--- config.mk ---
export PLATFORM = sky130hd
export DESIGN_NAME = seg_disp_arbiter_flat
export DESIGN_NICKNAME = d
export VERILOG_FILES = /design/src/rtl/seg_pkg.sv /design/src/rtl/seg_disp_arbiter_if.sv /design/src/rtl/seg_disp_arbiter.sv /design/src/flat_wrapper.sv
export SDC_FILE = /design/constraint.sdc
export NUM_CORES = 1
export LEC_CHECK = 0
export CAP_MARGIN = 20
export CORE_ASPECT_RATIO = 0.7
export CORE_UTILIZATION = 30
export DETAILED_ROUTE_END_ITERATION = 16
export PLACE_DENSITY = 0.58
export SETUP_SLACK_MARGIN = 0.05
export SLEW_MARGIN = 20
export SYNTH_ARGS = -nofsm -noshare
export SYNTH_HDL_FRONTEND = slang
export SYNTH_SLANG_ARGS = --single-unit
--- constraint.sdc ---
create_clock -name sys_clk -period 4.8 [get_ports sys_clk]
set_input_delay 0.96 -clock sys_clk [delete_from_list [all_inputs] [get_ports sys_clk]]
set_output_delay 0.96 -clock sys_clk [all_outputs]
set_load 0.05 [all_outputs]
--- src/rtl/seg_pkg.sv ---
// Shared types and widths for the segment display arbiter.
// State encodings and bus widths used by the RTL and the bench.
package seg_pkg;

    localparam int DATA_W  = 20;
    localparam int POINT_W = 6;
    localparam int CNT_W   = 23;

    typedef enum logic [1:0] {
        IDLE = 2'b00,
        GNT0 = 2'b01,
        GNT1 = 2'b10
    } state_t;

endpackage

--- src/rtl/seg_disp_arbiter_if.sv ---
// Two display sources plus the arbitrated display-driver bundle.
// The master side drives source requests; the slave side is the arbiter.
interface seg_disp_arbiter_if;
    import seg_pkg::*;

    logic               req0;
    logic [DATA_W-1:0]  data0;
    logic [POINT_W-1:0] point0;
    logic               sign0;
    logic               seg_en0;

    logic               req1;
    logic [DATA_W-1:0]  data1;
    logic [POINT_W-1:0] point1;
    logic               sign1;
    logic               seg_en1;

    logic               gnt0;
    logic               gnt1;
    logic [DATA_W-1:0]  data;
    logic [POINT_W-1:0] point;
    logic               sign;
    logic               seg_en;

    modport master (
        output req0, data0, point0, sign0, seg_en0,
        output req1, data1, point1, sign1, seg_en1,
        input  gnt0, gnt1, data, point, sign, seg_en
    );

    modport slave (
        input  req0, data0, point0, sign0, seg_en0,
        input  req1, data1, point1, sign1, seg_en1,
        output gnt0, gnt1, data, point, sign, seg_en
    );

endinterface

--- src/rtl/seg_disp_arbiter.sv ---
// Round-robin arbiter sharing the six-digit display between two sources.
// A grant is held at least CNT_HOLD_MAX+1 cycles before the other side may preempt.
module seg_disp_arbiter
    import seg_pkg::*;
#(
    parameter logic [CNT_W-1:0] CNT_HOLD_MAX = 23'd4_999_999
) (
    input  logic              sys_clk,
    input  logic              sys_rst_n,
    seg_disp_arbiter_if.slave bus
);

    state_t             state_q, state_d;
    logic [CNT_W-1:0]   hold_cnt_q, hold_cnt_d;
    logic               last_gnt_q, last_gnt_d;
    logic               gnt0_q, gnt0_d;
    logic               gnt1_q, gnt1_d;
    logic [DATA_W-1:0]  data_q, data_d;
    logic [POINT_W-1:0] point_q, point_d;
    logic               sign_q, sign_d;
    logic               seg_en_q, seg_en_d;
    logic               hold_done;

    assign hold_done = (hold_cnt_q == CNT_HOLD_MAX);

    // Next grant: release, hold-expiry preemption, or fresh arbitration.
    always_comb begin
        state_d = state_q;
        unique case (state_q)
            IDLE: begin
                if (bus.req0 && bus.req1) begin
                    state_d = last_gnt_q ? GNT0 : GNT1;
                end else if (bus.req0) begin
                    state_d = GNT0;
                end else if (bus.req1) begin
                    state_d = GNT1;
                end
            end
            GNT0: begin
                if (!bus.req0) begin
                    state_d = bus.req1 ? GNT1 : IDLE;
                end else if (hold_done && bus.req1) begin
                    state_d = GNT1;
                end
            end
            GNT1: begin
                if (!bus.req1) begin
                    state_d = bus.req0 ? GNT0 : IDLE;
                end else if (hold_done && bus.req0) begin
                    state_d = GNT0;
                end
            end
            default: state_d = IDLE;
        endcase
    end

    // Hold counter restarts on every new grant and saturates while held.
    always_comb begin
        hold_cnt_d = hold_cnt_q;
        last_gnt_d = last_gnt_q;
        if (state_d != state_q) begin
            hold_cnt_d = '0;
            if (state_d == GNT0) last_gnt_d = 1'b0;
            if (state_d == GNT1) last_gnt_d = 1'b1;
        end else if (state_q == IDLE) begin
            hold_cnt_d = '0;
        end else if (!hold_done) begin
            hold_cnt_d = hold_cnt_q + 23'd1;
        end
    end

    // Grant flags decode the next state; display regs follow the current owner.
    always_comb begin
        gnt0_d   = (state_d == GNT0);
        gnt1_d   = (state_d == GNT1);
        data_d   = '0;
        point_d  = '0;
        sign_d   = 1'b0;
        seg_en_d = 1'b0;
        if (state_q == GNT0) begin
            data_d   = bus.data0;
            point_d  = bus.point0;
            sign_d   = bus.sign0;
            seg_en_d = bus.seg_en0;
        end else if (state_q == GNT1) begin
            data_d   = bus.data1;
            point_d  = bus.point1;
            sign_d   = bus.sign1;
            seg_en_d = bus.seg_en1;
        end
    end

    // State, counter and output registers, cleared asynchronously.
    always_ff @(posedge sys_clk or negedge sys_rst_n) begin
        if (!sys_rst_n) begin
            state_q    <= IDLE;
            hold_cnt_q <= '0;
            last_gnt_q <= 1'b1;
            gnt0_q     <= 1'b0;
            gnt1_q     <= 1'b0;
            data_q     <= '0;
            point_q    <= '0;
            sign_q     <= 1'b0;
            seg_en_q   <= 1'b0;
        end else begin
            state_q    <= state_d;
            hold_cnt_q <= hold_cnt_d;
            last_gnt_q <= last_gnt_d;
            gnt0_q     <= gnt0_d;
            gnt1_q     <= gnt1_d;
            data_q     <= data_d;
            point_q    <= point_d;
            sign_q     <= sign_d;
            seg_en_q   <= seg_en_d;
        end
    end

    assign bus.gnt0   = gnt0_q;
    assign bus.gnt1   = gnt1_q;
    assign bus.data   = data_q;
    assign bus.point  = point_q;
    assign bus.sign   = sign_q;
    assign bus.seg_en = seg_en_q;

endmodule

--- src/flat_wrapper.sv ---
// flat-port wrapper written by rule: the top's interface ports become plain ports
module seg_disp_arbiter_flat import seg_pkg::*;
#(
    parameter logic [CNT_W-1:0] CNT_HOLD_MAX = 23'd4_999_999
)
  (sys_clk, sys_rst_n, bus_req0, bus_data0, bus_point0, bus_sign0, bus_seg_en0, bus_req1, bus_data1, bus_point1, bus_sign1, bus_seg_en1, bus_gnt0, bus_gnt1, bus_data, bus_point, bus_sign, bus_seg_en);
  seg_disp_arbiter_if bus_i ();
  input  logic sys_clk;
  input  logic sys_rst_n;
  input wire logic [$bits(bus_i.req0)-1:0] bus_req0;
  input wire logic [$bits(bus_i.data0)-1:0] bus_data0;
  input wire logic [$bits(bus_i.point0)-1:0] bus_point0;
  input wire logic [$bits(bus_i.sign0)-1:0] bus_sign0;
  input wire logic [$bits(bus_i.seg_en0)-1:0] bus_seg_en0;
  input wire logic [$bits(bus_i.req1)-1:0] bus_req1;
  input wire logic [$bits(bus_i.data1)-1:0] bus_data1;
  input wire logic [$bits(bus_i.point1)-1:0] bus_point1;
  input wire logic [$bits(bus_i.sign1)-1:0] bus_sign1;
  input wire logic [$bits(bus_i.seg_en1)-1:0] bus_seg_en1;
  output wire logic [$bits(bus_i.gnt0)-1:0] bus_gnt0;
  output wire logic [$bits(bus_i.gnt1)-1:0] bus_gnt1;
  output wire logic [$bits(bus_i.data)-1:0] bus_data;
  output wire logic [$bits(bus_i.point)-1:0] bus_point;
  output wire logic [$bits(bus_i.sign)-1:0] bus_sign;
  output wire logic [$bits(bus_i.seg_en)-1:0] bus_seg_en;
  assign bus_i.req0 = bus_req0;
  assign bus_i.data0 = bus_data0;
  assign bus_i.point0 = bus_point0;
  assign bus_i.sign0 = bus_sign0;
  assign bus_i.seg_en0 = bus_seg_en0;
  assign bus_i.req1 = bus_req1;
  assign bus_i.data1 = bus_data1;
  assign bus_i.point1 = bus_point1;
  assign bus_i.sign1 = bus_sign1;
  assign bus_i.seg_en1 = bus_seg_en1;
  assign bus_gnt0 = bus_i.gnt0;
  assign bus_gnt1 = bus_i.gnt1;
  assign bus_data = bus_i.data;
  assign bus_point = bus_i.point;
  assign bus_sign = bus_i.sign;
  assign bus_seg_en = bus_i.seg_en;
  seg_disp_arbiter #(.CNT_HOLD_MAX(CNT_HOLD_MAX)) u_core (.sys_clk(sys_clk), .sys_rst_n(sys_rst_n), .bus(bus_i));
endmodule
==> flow_summary.html <==
<table>
<tr><th>Metric</th><th>Value</th></tr>
<tr><th colspan="2">Clocking</th></tr>
<tr><td>Inserted Clock Buffers</td><td>5</td></tr>
<tr><td>Post-CTS Hold Fix Bufs</td><td>0</td></tr>
<tr><td>Number of H-tree levels</td><td>2</td></tr>
<tr><td>Clock insertion delay at the later pin of the skew report</td><td>0.29 ns</td></tr>
<tr><td>Root Buffer Master</td><td>clkbuf_16</td></tr>
<tr><td>Number of clock sinks</td><td>56</td></tr>
<tr><td>Number of buffers between clock root and the deepest sink</td><td>2</td></tr>
<tr><td>Number of buffers inserted to repair setup after CTS</td><td>0</td></tr>
<tr><td>Cells resized by post-CTS repair</td><td>0</td></tr>
<tr><td>CTS tree</td><td>done</td></tr>
<tr><td>Clock-pin slew of the registers on the worst-case setup and hold paths</td><td>0.07 ns</td></tr>
<tr><th colspan="2">Logic synthesis</th></tr>
<tr><td>Number of distinct library cells after synthesis</td><td>35</td></tr>
<tr><td>Synth top area cells</td><td>dfrtp_1, a22o_1, nor2_1</td></tr>
<tr><td>Top-area cell type share of the netlist area</td><td>54.56%</td></tr>
<tr><td>Total of flip-flops plus latches after synthesis</td><td>56</td></tr>
<tr><td>Cell type with the highest aggregate area in the netlist</td><td>dfrtp_1</td></tr>
<tr><td>Async set-reset flop share out of synthesis</td><td>100.0%</td></tr>
<tr><td>Avg Synthesized Cell Area</td><td>11.21 um2</td></tr>
<tr><td>Gate Count Post-Synth</td><td>225</td></tr>
<tr><td>Most common flop cell mapped by yosys</td><td>dfrtp_1</td></tr>
<tr><td>Synth Net Count</td><td>288</td></tr>
<tr><td>Share of the yosys chip area belonging to registers</td><td>55.61%</td></tr>
<tr><td>Synth Warn #</td><td>0</td></tr>
<tr><td>Count of flip-flops with a built-in enable after synthesis</td><td>0</td></tr>
<tr><td>Cell area after synthesis</td><td>2522 um2</td></tr>
<tr><th colspan="2">Global route</th></tr>
<tr><td>Total global routing overflow</td><td>0</td></tr>
<tr><td>Global-route wire length before repair</td><td>9770 um</td></tr>
<tr><td>Top Usage Layer GRT</td><td>met2</td></tr>
<tr><td>Number of global-route vias before repair</td><td>2042</td></tr>
<tr><td>Maximum number of pins on one net before global-route repair</td><td>57</td></tr>
<tr><td>Met1 usage in global routing</td><td>17.59%</td></tr>
<tr><td>Initial antenna violation count</td><td>0</td></tr>
<tr><td>All-Layer GR Usage</td><td>14.25%</td></tr>
<tr><td>Met2 Usage GRT</td><td>22.13%</td></tr>
<tr><td>Routing usage on met3</td><td>6.718%</td></tr>
<tr><th colspan="2">Setup path</th></tr>
<tr><td>Category of the worst setup path launch point</td><td>register</td></tr>
<tr><td>Crit path cell chain</td><td>or4b_4, nor4_4, nand2_1, mux2i_1, a21o_1, ha_1, a211o_1, mux2_4</td></tr>
<tr><td>Worst path max stage delay</td><td>0.56 ns</td></tr>
<tr><td>Worst endpoint required time</td><td>5.02 ns</td></tr>
<tr><td>Beginning of the worst register-to-register path</td><td>u_core.hold_cnt_q[13]</td></tr>
<tr><td>Crit. End Element</td><td>register</td></tr>
<tr><td>Critical path fanouts, max</td><td>8</td></tr>
<tr><td>WS Path Type</td><td>register to register</td></tr>
<tr><td>Worst-path cell with the longest stage delay</td><td>or4b_4</td></tr>
<tr><td>CP arrival</td><td>3.27 ns</td></tr>
<tr><td>Start point of the critical path</td><td>u_core.hold_cnt_q[13]</td></tr>
<tr><th colspan="2">Place</th></tr>
<tr><td>Estimated wirelength of the detail-placed design</td><td>4438 um</td></tr>
<tr><td>GPL Wtd Cong</td><td>0.8422</td></tr>
<tr><td>Buffers on Ports</td><td>89</td></tr>
<tr><td>Placed insts</td><td>405</td></tr>
<tr><th colspan="2">Pwr</th></tr>
<tr><td>Pwr dens</td><td>379.1 nW/um2</td></tr>
<tr><td>Static power due to leakage</td><td>0.001560 uW</td></tr>
<tr><td>Maximum vdd drop</td><td>0.0001621 V</td></tr>
<tr><th colspan="2">Final layout</th></tr>
<tr><td>Filler cell count in the final layout</td><td>765</td></tr>
<tr><td>Ratio of cells with drive above 1 in the final layout</td><td>6.070%</td></tr>
<tr><td>Area growth from synthesis to final layout</td><td>46.18%</td></tr>
<tr><td>Number of antenna diodes</td><td>0</td></tr>
<tr><td>Total Nets Final</td><td>375</td></tr>
<tr><td>Fin cells</td><td>414</td></tr>
<tr><th colspan="2">Timing</th></tr>
<tr><td>Unrepaired setup endpoints after global routing</td><td>false</td></tr>
<tr><td>Max Clock Skew</td><td>0.004206 ns</td></tr>
<tr><td>Measured slew at the worst slew-check pin</td><td>1.002 ns</td></tr>
<tr><td>Final slew viol count</td><td>0</td></tr>
<tr><td>Achievable clock frequency</td><td>0.3283 GHz</td></tr>
<tr><td>Sum Neg Setup Slack</td><td>0 ns</td></tr>
<tr><td>Post-route minimum period</td><td>3.046 ns</td></tr>
<tr><td>Crit share post-route</td><td>63.46%</td></tr>
<tr><td>Count of final setup violators</td><td>0</td></tr>
<tr><td>Slew margin rel.</td><td>33.21%</td></tr>
<tr><td>Count of endpoints failing hold in the final timing report</td><td>0</td></tr>
<tr><th colspan="2">Route</th></tr>
<tr><td>Routed length per placed instance</td><td>14.37 um</td></tr>
<tr><td>DR iter-0 viols</td><td>67</td></tr>
<tr><td>Remaining DRCs</td><td>2</td></tr>
<tr><td>Routed WL</td><td>5951 um</td></tr>
<tr><td>Routed via count</td><td>2029</td></tr>
<tr><td>Routed vias/inst</td><td>4.901</td></tr>
<tr><td>Number of nets with antenna violations after routing</td><td>0</td></tr>
<tr><td>Number of optimization iterations in the first detailed-route pass</td><td>12</td></tr>
<tr><th colspan="2">Status</th></tr>
<tr><td>Status</td><td>finished, violations left</td></tr>
<tr><td>Violations in the final reports</td><td>design-rule violations</td></tr>
<tr><th colspan="2">Floorplan</th></tr>
<tr><td>I/O pin total</td><td>90</td></tr>
<tr><td>Y dimension of the die</td><td>78.72 um</td></tr>
<tr><td>Initial core utilization</td><td>31.50%</td></tr>
<tr><td>Placeable Area</td><td>8006 um2</td></tr>
<tr><td>Die footprint</td><td>8785 um2</td></tr>
<tr><td>Cell row count</td><td>27</td></tr>
<tr><td>X dimension of the die</td><td>111.6 um</td></tr>
<tr><th colspan="2">Job</th></tr>
<tr><td>Maximum Capacitance Violations</td><td>0</td></tr>
<tr><th colspan="2">Hold path</th></tr>
<tr><td>Critical hold path startpoint</td><td>u_core.hold_cnt_q[22]</td></tr>
<tr><td>Tightest Hold Check Type</td><td>register to register</td></tr>
</table>
-- layout by cell type, fill, tap and decap left out, types with 2 or more instances in the layout --
cell / netlist / layout
nand4_1: 8 / 8
a21oi_1: 3 / 3
and4_1: 3 / 3
a211o_1: 2 / 2
and2_1: 3 / 3
clkdlybuf4s50_1: 0 / 88
xnor2_1: 5 / 5
dfrtp_1: 55 / 55
or4b_1: 2 / 2
nand2_1: 12 / 12
a22o_1: 28 / 28
a211oi_1: 6 / 6
nor4bb_1: 3 / 3
a21o_1: 2 / 2
clkbuf_16: 0 / 5
nand3_1: 12 / 12
inv_1: 3 / 3
a31oi_1: 3 / 3
nor2_1: 30 / 29
and3_1: 6 / 6
xor2_1: 12 / 12
ha_1: 3 / 3
-- state kept, by name, indices dropped and copies added, names as in the netlist --
register	flops
u_core.bus.gnt1	1
u_core.bus.sign	1
u_core.bus.data	20
u_core.hold_cnt_q	23
u_core.bus.point	6
u_core.bus.seg_en	1
u_core.last_gnt_q	1
u_core.bus.gnt0	1
u_core.state_q	2
-- per-layer routing --
| metal | up-vias | share of wire (%) |
|---|---|---|
| met5 | - | 0 |
| met2 | 82 | 42 |
| met3 | 5 | 11 |
| met1 | 949 | 46 |
| met4 | 0 | 0.64 |
| li1 | 993 | - |
-- final timing paths --
path,endpoint,slack (ns),cells past startpoint
worst min register to register,u_core.hold_cnt_q[22],0.59,2
max in group asynchronous,u_core.bus.point[3],3.54,2
worst min-delay path,u_core.hold_cnt_q[22],0.59,2
min in group asynchronous,u_core.bus.gnt1,0.79,2
worst max register to register,u_core.last_gnt_q,1.75,8
worst max-delay path,u_core.last_gnt_q,1.75,8
-- cells by family after synthesis --
family | synth area share (%)
AO/OA/AOI/OAI | 14.63
XOR/XNOR | 5.903
adder cells (fa/ha/maj) | 1.488
buffers and inverters | 2.182
flip-flops | 55.61
multiplexers | 0.9919
AND/OR/NAND/NOR | 19.20
-- stage by stage --
stage                     util (%)  cell area [um2]  hold WS, ns  setup slack, ns  total power, uW
final                        46.05             3687       0.5883            1.754             1398
after detailed placement     43.76             3503       0.5719            1.787            989.1
after floorplan                  -             2522       0.5102            2.034            816.8
after global routing         46.05             3687       0.6203            1.644             1460
after CTS                    45.85             3671       0.5879            1.761             1414
after global placement       43.76             3503       0.5745            1.848            989.5
-- Yosys cell counts (all sizes together), types with 3 or more instances --
| master | instances |
|---|---|
| dfrtp | 55 |
| nor2 | 30 |
| a22o | 28 |
| nand3 | 13 |
| nand2 | 12 |
| xor2 | 12 |
| clkbuf | 8 |
| nand4 | 8 |
| a211oi | 6 |
| and3 | 6 |
| xnor2 | 5 |
| a21oi | 3 |
| a31oi | 3 |
| and2 | 3 |
| and4 | 3 |
| buf | 3 |
| ha | 3 |
| inv | 3 |
| nor4bb | 3 |
| or4b | 3 |
-- layout make-up --
cell class | count | area [um2] | share of cell area, %
Multi-Input combinational cell | 155 | 1075 | 29.15
Tap cell | 101 | 126.4 | 3.427
Inverter | 3 | 11.26 | 0.3054
Sequential cell | 56 | 1403 | 38.04
Clock buffer | 6 | 128.9 | 3.495
Timing Repair Buffer | 91 | 904.6 | 24.53
Clock inverter | 2 | 38.79 | 1.052
-- worst max-delay path: cells and delay by family (launching register included) --
family          cells  cell delay [ns]
simple gates        3             1.28
mux                 2             0.51
flops               1             0.45
compound gates      2             0.45
fa+ha+maj           1             0.29
-- power breakdown --
part | internal [uW] | switching (uW)
registers | 525 | 27.1
logic | 172 | 256
clock network | 249 | 168
(Power assumes the default switching activity.)
